**src/rtl/hazard_ctrl.sv**
```systemverilog
// Pipeline hazard controller: arbitrates memory freeze, multi-cycle EX stalls,
// branch redirect flushes and load-use stalls into pipeline-register controls.
module hazard_ctrl #(
    parameter int REG_AW   = 5,
    parameter int LOAD_LAT = 1,
    parameter int MC_LAT   = 4,
    parameter int CNT_W    = 16
) (
    input  logic              clk,
    input  logic              rstn,
    input  logic              id_ex_mem_rd,
    input  logic              id_ex_reg_wr,
    input  logic [REG_AW-1:0] id_ex_rd,
    input  logic [REG_AW-1:0] if_id_rs1,
    input  logic [REG_AW-1:0] if_id_rs2,
    input  logic              if_id_rs1_used,
    input  logic              if_id_rs2_used,
    input  logic              ex_mc_op,
    input  logic              ex_redirect,
    input  logic              dmem_ready,
    output logic              pc_wr,
    output logic              if_id_wr,
    output logic              if_id_flush,
    output logic              id_ex_wr,
    output logic              id_ex_flush,
    output logic              ex_mem_wr,
    output logic              ex_mem_flush,
    output logic              mem_wb_wr,
    output logic [CNT_W-1:0]  stall_cnt
);
    localparam int MAX_LAT = (LOAD_LAT > MC_LAT) ? LOAD_LAT : MC_LAT;
    localparam int CW      = $clog2(MAX_LAT) + 1;

    typedef enum logic [1:0] {IDLE, LU_WAIT, MC_WAIT} state_t;

    state_t           state_reg, state_next;
    logic [CW-1:0]    cnt_reg, cnt_next;
    logic             mc_done_reg, mc_done_next;
    logic [CNT_W-1:0] stall_cnt_reg;
    logic             lu_hit;
    logic             mc_start;

    assign lu_hit = id_ex_mem_rd && id_ex_reg_wr && (id_ex_rd != '0) &&
                    ((if_id_rs1_used && (id_ex_rd == if_id_rs1)) ||
                     (if_id_rs2_used && (id_ex_rd == if_id_rs2)));

    // mc_done keeps the op that just finished from stalling a second time
    assign mc_start = (MC_LAT > 1) && ex_mc_op && !mc_done_reg;

    assign stall_cnt = stall_cnt_reg;

    always_ff @(posedge clk or negedge rstn) begin
        if (!rstn) begin
            state_reg     <= IDLE;
            cnt_reg       <= '0;
            mc_done_reg   <= 1'b0;
            stall_cnt_reg <= '0;
        end else begin
            state_reg   <= state_next;
            cnt_reg     <= cnt_next;
            mc_done_reg <= mc_done_next;
            if (!pc_wr && (stall_cnt_reg != '1))
                stall_cnt_reg <= stall_cnt_reg + 1'b1;
        end
    end

    always_comb begin
        state_next   = state_reg;
        cnt_next     = cnt_reg;
        mc_done_next = mc_done_reg;
        if (dmem_ready) begin
            if (mc_done_reg && (!ex_mc_op || id_ex_wr))
                mc_done_next = 1'b0;
            case (state_reg)
                IDLE: begin
                    if (mc_start) begin
                        if (MC_LAT > 2) begin
                            state_next = MC_WAIT;
                            cnt_next   = CW'(MC_LAT - 2);
                        end else begin
                            mc_done_next = 1'b1;
                        end
                    end else if (!ex_redirect && lu_hit && (LOAD_LAT > 1)) begin
                        state_next = LU_WAIT;
                        cnt_next   = CW'(LOAD_LAT - 1);
                    end
                end
                LU_WAIT: begin
                    cnt_next = cnt_reg - 1'b1;
                    if (cnt_reg == CW'(1))
                        state_next = IDLE;
                end
                MC_WAIT: begin
                    cnt_next = cnt_reg - 1'b1;
                    if (cnt_reg == CW'(1)) begin
                        state_next   = IDLE;
                        mc_done_next = 1'b1;
                    end
                end
                default: state_next = IDLE;
            endcase
        end
    end

    always_comb begin
        pc_wr        = 1'b1;
        if_id_wr     = 1'b1;
        if_id_flush  = 1'b0;
        id_ex_wr     = 1'b1;
        id_ex_flush  = 1'b0;
        ex_mem_wr    = 1'b1;
        ex_mem_flush = 1'b0;
        mem_wb_wr    = 1'b1;
        if (!rstn || !dmem_ready) begin
            pc_wr     = 1'b0;
            if_id_wr  = 1'b0;
            id_ex_wr  = 1'b0;
            ex_mem_wr = 1'b0;
            mem_wb_wr = 1'b0;
        end else if ((state_reg == MC_WAIT) || ((state_reg == IDLE) && mc_start)) begin
            // op stays in EX, bubbles drain into MEM
            pc_wr        = 1'b0;
            if_id_wr     = 1'b0;
            id_ex_wr     = 1'b0;
            ex_mem_flush = 1'b1;
        end else if (state_reg == LU_WAIT) begin
            pc_wr       = 1'b0;
            if_id_wr    = 1'b0;
            id_ex_flush = 1'b1;
        end else if (ex_redirect) begin
            if_id_flush = 1'b1;
            id_ex_flush = 1'b1;
        end else if (lu_hit) begin
            pc_wr       = 1'b0;
            if_id_wr    = 1'b0;
            id_ex_flush = 1'b1;
        end
    end
endmodule

```
**config.mk**
```make
export PLATFORM = sky130hd
export DESIGN_NAME = hazard_ctrl
export DESIGN_NICKNAME = d
export VERILOG_FILES = /design/src/rtl/hazard_ctrl.sv
export SDC_FILE = /design/constraint.sdc
export NUM_CORES = 1
export LEC_CHECK = 0
export CAP_MARGIN = 5
export CORE_MARGIN = 4
export CORE_UTILIZATION = 45
export CTS_BUF_LIST = sky130_fd_sc_hd__clkbuf_4
export DETAILED_ROUTE_END_ITERATION = 10
export GPL_TIMING_DRIVEN = 0
export PLACE_DENSITY = 0.85
export SLEW_MARGIN = 20
export SYNTH_ARGS = -nofsm -noshare
export SYNTH_HDL_FRONTEND = slang
export SYNTH_SLANG_ARGS = --single-unit
```
**constraint.sdc**
```tcl
create_clock -name clk -period 2.9 [get_ports clk]
set_input_delay 0.725 -clock clk [delete_from_list [all_inputs] [get_ports clk]]
set_output_delay 0.725 -clock clk [all_outputs]
set_load 0.01 [all_outputs]
```
==> results of run 1 <==
cell families (layout without fill, tap and decap cells):
group                    Yosys count  count (layout)
XOR/XNOR                          24              24
flip-flops                        21              21
buffers and inverters              9              66
AND/OR/NAND/NOR                   57              57
multiplexers                       3               3
adder cells (fa/ha/maj)            3               3
AO/OA/AOI/OAI                     10              10
critical path: stages:
cell and delay [ns]:
clkdlybuf4s50_1 0.47, xnor2_1 0.13, nand4_1 0.13, o22ai_2 0.14, buf_4 0.15, a21boi_4 0.05
buf_6 0.12, buf_4 0.12, buf_2 0.13
per-stage QoR:
step	hold slack [ns]	power (uW)
after floorplan	0.429	780
after global placement	0.479	1020
after detailed placement	0.485	1050
after CTS	0.366	1210
after global routing	0.297	1290
final	0.307	1200
repair_timing:
action	in CTS	in global routing
setup endpoints to repair	9	5
pin swaps	4	10
cloned	0	0
setup buffers	3	3
resized for setup	35	13
worst paths after layout:
kind / to
max: pc_wr
min: stall_cnt[6]$_DFFE_PN0P_
max reg2reg: stall_cnt[15]$_DFFE_PN0P_
min reg2reg: stall_cnt[7]$_DFFE_PN0P_
max in group asynchronous: mc_done_reg$_DFFE_PN0P_
min in group clk: stall_cnt[7]$_DFFE_PN0P_
routing by layer:
| layer | GRT usage (%) | wire length [um] | vias to the layer above |
|---|---|---|---|
| met5 | 0 | 0 | - |
| met1 | 20.5 | 1260 | 541 |
| met4 | 10.5 | 68 | 0 |
| li1 | - | - | 558 |
| met3 | 4.89 | 363 | 7 |
| met2 | 28.7 | 1440 | 52 |
layout make-up:
class | instances | share of cell area (%)
timing repair buffer | 53 | 27.0
buffer | 4 | 1.69
clock inverter | 1 | 0.406
inverter | 5 | 1.01
multi-input combinational | 97 | 38.3
tap | 30 | 2.03
sequential | 21 | 28.4
clock buffer | 3 | 1.22
placed cells by master, fill, tap and decap left out, types with 3 or more instances in the layout:
cell type and count:
dfrtp_1 21, nor3_1 7, nand3_1 8, clkbuf_4 4
buf_4 8, xnor2_1 11, ha_1 3, nand2_1 14
nand4_1 4, nor4b_1 3, xor2_1 13, dlymetal6s2s_1 7
dlygate4sd2_1 5, nor2_1 3, inv_1 5, o21ai_0 3
clkdlybuf4s50_1 27, buf_2 5
power by group through the flow:
stage	combinational, uW	clock (uW)	sequential, uW
after floorplan	250	0	530
after global placement	509	0	510
after detailed placement	532	0	519
after CTS	543	152	513
after global routing	593	166	535
final	540	147	514
==> flow_metrics.tcl, run 1 <==
set metrics [dict create \
    placed_area_um2 1770 \
    critical_path_class "primary input to output pin" \
    grt_max_degree 24 \
    drt_iter0_markers 26 \
    clock_latency_ns 0.31 \
    pwr-share-comb_pct 45.0 \
    worstSetupStartpointType "primary input" \
    first_pass_iters 4 \
    r2r_cells 7 \
    relSlewSlack_pct 75.0 \
    synthMuxAreaShare_pct 3.28 \
    initial_core_util_pct 49.0 \
    max-vdd-ir-drop_mv 0.505 \
    postSynthCellCount 127 \
    synthTopCellsByArea "dfrtp_1 42%, xor2_1 9.0%, xnor2_1 7.7%, nand2_1 4.2%, nand3_1 3.2%" \
    clkSlewWorstSetupHoldPaths_ns 0.13 \
    max_cap_viol_count 0 \
    worstPathArrival_ns 2.16 \
    diodes 0 \
    cts_tree "yes" \
    holdBufCountCts 0 \
    fillers 202 \
    drt-wirelength-per-cell_um 14.6 \
    slew_violations 0 \
    ys_warn_count 0 \
    clock_skew_ns 0.0106 \
    synthTopCellsByCount "21 x dfrtp_1, 14 x nand2_1, 13 x xor2_1" \
    p_seq_share_pct 42.8 \
    antenna_found_initial 0 \
    outcome "complete, no violations" \
    final_core_util_pct 72.1 \
    hpwlAfterDp_um 2270 \
    cts_sinks 21 \
    synth_top_area_share_pct 41.7 \
    timing.rr.start "stall_cnt[0]$_DFFE_PN0P_" \
    drcViolationCount 0 \
    ys.flop_type "dfrtp_1" \
    setup.worst_path.end_class "output pin" \
    grt_pass1_vias 1197 \
    synth-adder-area-share_pct 2.98 \
    fin_crit_ns 2.88 \
    port_buffers 47 \
    grt_pass1_wl_um 4870 \
    yosysMostFrequentCell "dfrtp_1" \
    final_nets 212 \
    tightest_slew_ns 0.369 \
    design_area_um2 1850 \
    place_ws_ns -1.29 \
    rsz0062_at_grt "yes" \
    netlist_area_um2 1260 \
    r2r_setup_slack_ns 0.71 \
    drive_above_1_share_pct 17.4 \
    hold_path_class "primary input to async pin" \
    fin_cells 214 \
    leakage_uw 0.000869 \
    critPathMaxFanout 3 \
    dieArea_um2 3710 \
    die_x_um 60.9 \
    cp-startpoint "if_id_rs2[1]" \
    synthArstFlopShare_pct 100 \
    die_h_um 60.9 \
    multi_input_area_um2 708 \
    finalCritPeriodShare_pct 99.4 \
    syn-num-nets 154 \
    viasPerCell 5.41 \
    p_switching_uw 436 \
    synth_top_family_by_area "simple AND/OR/NAND/NOR gates" \
    fmax_mhz 347 \
    grt_usage_pct 17.6 \
    intPower_uw 765 \
    fin_setup_tns_ns 0 \
    cts_root_buf "clkbuf_4" \
    ys_seq_area_share_pct 41.7 \
    clock_power_share_pct 12.2 \
    ioPinCount 48 \
    hold_viol_final 0 \
    gp_congestion 0.799 \
    yosysUniqueCellTypes 33 \
    rows 18 \
    synth_edf_count 0 \
    avgSynthCellArea_um2 9.91 \
    yosysTopAreaCell "dfrtp_1" \
    setup-violations-final 0 \
    synth-xor-area-share_pct 16.7 \
    clockBufferDepth 2 \
    seqCellArea_um2 526 \
    cellPowerDensity_nw_per_um2 649 \
    h-tree-depth 1 \
    setup_ws_ns 0.0167 \
    cts_buffers 3 \
    switching_share_pct 36.3 \
    synthSimpleGateAreaFrac_pct 24.5 \
    wl_um 3130 \
    synth_compound_gate_area_share_pct 6.86 \
    via_count 1158 \
    gr-total-overflow 0 \
    dp.cells 204 \
    area_delta_synth_final_pct 47.0 \
    worst_ep_required_time_ns 2.17 \
    ant_nets 0 \
    coreArea_um2 2570 \
    yosys_register_bits 21 \
    largest_reg_flops 16 \
]
No activity file was read; power rests on OpenSTA's default activity.
==> run 2, diff against run 1 <==
- CELL_PAD_IN_SITES_DETAIL_PLACEMENT: unset -> 1
- CELL_PAD_IN_SITES_GLOBAL_PLACEMENT: unset -> 1
- CORE_UTILIZATION: 45 -> 33
- PLACE_DENSITY: 0.85 -> 0.84
- SETUP_SLACK_MARGIN: unset -> 0.1
==> run 2 against run 1 <==
Flip-flop and latch count unchanged. Combinational power is 3% higher. Worst hold slack got worse by 0.067 ns. Maximum frequency grew 2.1%. Die area grew 31%. Sequential power is 1% higher. Global-route usage decreased by 2.2 points. Count of clock-buffer cells in the layout is 1 higher. Clock power hardly changed. First-iteration DRC count fell by 27%. Critical endpoint unchanged.
==> flow_metrics.tcl, run 2 (synthesis results as in run 1) <==
set metrics [dict create \
    port_buffers 47 \
    setup-violations-final 0 \
    cts_buffers 3 \
    critical_path_class "primary input to output pin" \
    gp_congestion 0.912 \
    clkSlewWorstSetupHoldPaths_ns 0.11 \
    final_nets 215 \
    use_met3_pct 3.48 \
    fmax_mhz 354 \
    grt_max_degree 24 \
    setup_ws_ns 0.0770 \
    fin_cells 235 \
    cts_root_buf "clkbuf_4" \
    largest_reg_flops 16 \
    initial_core_util_pct 34.4 \
    dp.cells 222 \
    via_count 1152 \
    clock_skew_ns 0.00175 \
    critPathMaxFanout 3 \
    final_common_cell "clkdlybuf4s50_1" \
    dieArea_um2 4870 \
    viasPerCell 4.90 \
    grt_usage_pct 15.3 \
    fin_crit_ns 2.82 \
    setup.worst_path.end_class "output pin" \
    wl_um 3600 \
    hold_path_class "primary input to async pin" \
    die_x_um 69.8 \
    fin_hold_ws_ns 0.240 \
    drcViolationCount 0 \
    die_h_um 69.8 \
    clockBufferDepth 2 \
    r2r_setup_slack_ns 0.61 \
    area_delta_synth_final_pct 52.7 \
    grt_use_met1_pct 18.0 \
    slew_violations 0 \
    ioPinCount 48 \
    final_core_util_pct 52.5 \
    drt-wirelength-per-cell_um 15.3 \
    max_cap_viol_count 0 \
    drt_iter0_markers 19 \
    worst_ep_required_time_ns 2.17 \
    outcome "complete, no violations" \
    diodes 0 \
    h-tree-depth 1 \
    ant_nets 0 \
    worstSetupStartpointType "primary input" \
    rsz0062_at_grt "yes" \
    relSlewSlack_pct 73.5 \
    cts_tree "yes" \
    first_pass_iters 4 \
    worstPathArrival_ns 2.10 \
    grt_pass1_wl_um 6110 \
    grt_use_met2_pct 28.5 \
    layout_common_cells "24 x clkdlybuf4s50_1, 21 x dfrtp_1, 14 x nand2_1" \
    max-vdd-ir-drop_mv 0.455 \
    rows 22 \
    fin_setup_tns_ns 0 \
    antenna_found_initial 0 \
    leakage_uw 0.000896 \
    gr-total-overflow 0 \
    place_ws_ns -1.36 \
    cts_sinks 21 \
    finalCritPeriodShare_pct 97.3 \
    hold_viol_final 0 \
    grt_pass1_vias 1253 \
    hpwlAfterDp_um 2650 \
    drive_above_1_share_pct 20.3 \
    coreArea_um2 3660 \
    top_usage_layer "met2" \
    cellPowerDensity_nw_per_um2 637 \
    tightest_slew_ns 0.391 \
    clock_latency_ns 0.30 \
    holdBufCountCts 0 \
]
==> run 2: cell count changes in the layout (fill, tap and decap cells not counted), sizes merged <==
cell,before,now
buf,14,21
clkbuf,5,4
clkdlybuf4s15,2,0
clkdlybuf4s50,27,24
clkinvlp,1,0
dlygate4sd2,5,9
dlymetal6s2s,7,6
==> run 2: final timing paths <==
kind | startpoint | to | cells after the start
min in group clk | stall_cnt[7]$_DFFE_PN0P_ | stall_cnt[7]$_DFFE_PN0P_ | 1
hold reg to reg | stall_cnt[7]$_DFFE_PN0P_ | stall_cnt[7]$_DFFE_PN0P_ | 1
setup reg to reg | stall_cnt[0]$_DFFE_PN0P_ | stall_cnt[7]$_DFFE_PN0P_ | 7
max in group asynchronous | rstn | state_reg[1]$_DFFE_PN0P_ | 1
setup / recovery | id_ex_rd[3] | pc_wr | 8
hold / removal | rstn | stall_cnt[2]$_DFFE_PN0P_ | 1
==> run 2: cell type report <==
| type | count | area, um2 |
|---|---|---|
| flip-flops and latches | 21 | 526 |
| clock buffers | 4 | 30.0 |
| repair buffers | 56 | 537 |
| plain buffers | 4 | 35.0 |
| inverters | 5 | 18.8 |
| multi-input cells | 97 | 716 |
| well taps | 48 | 60.1 |
| fillers | 431 | 1740 |
==> run 2: metal layers <==
layer,vias up,wire [um]
met2,40,1850
met5,-,0
li1,561,-
met4,0,28
met1,549,1550
met3,2,173
==> run 2: critical path, cell delays in order <==
cell,delay [ns]
buf_8,0.10
or4_4,0.53
o211ai_2,0.18
nor2_2,0.07
a21boi_4,0.18
buf_6,0.13
buf_6,0.09
buf_6,0.09
==> run 2: metrics by stage <==
stage	total power [uW]	instance area, um2
2_1_floorplan	780	1260
3_3_place_gp	1030	1790
3_5_place_dp	1060	1790
4_1_cts	1230	1860
5_1_grt	1320	1920
6_report	1220	1920
==> run 2: repair_timing <==
| action | CTS | global route |
|---|---|---|
| gates resized for setup | 51 | 15 |
| endpoints found under the hold margin | 0 | 0 |
| setup buffers | 6 | 3 |
| endpoints found under the setup margin | 20 | 4 |
| pin swaps | 11 | 12 |
==> run 2: power by group <==
| part | switching [uW] | internal [uW] | leakage [uW] | total [uW] |
|---|---|---|---|---|
| sequential | 121 | 398 | 0.000244 | 519 |
| combinational | 233 | 323 | 0.000634 | 555 |
| clock | 86.4 | 63.1 | 0.0000184 | 149 |
| total | 440 | 784 | 0.000896 | 1220 |
==> run 3, diff against run 2 <==
- SLEW_MARGIN: 20 -> unset
==> results of run 3 <==
Final layout, timing and power as in run 2 (identical DEF).
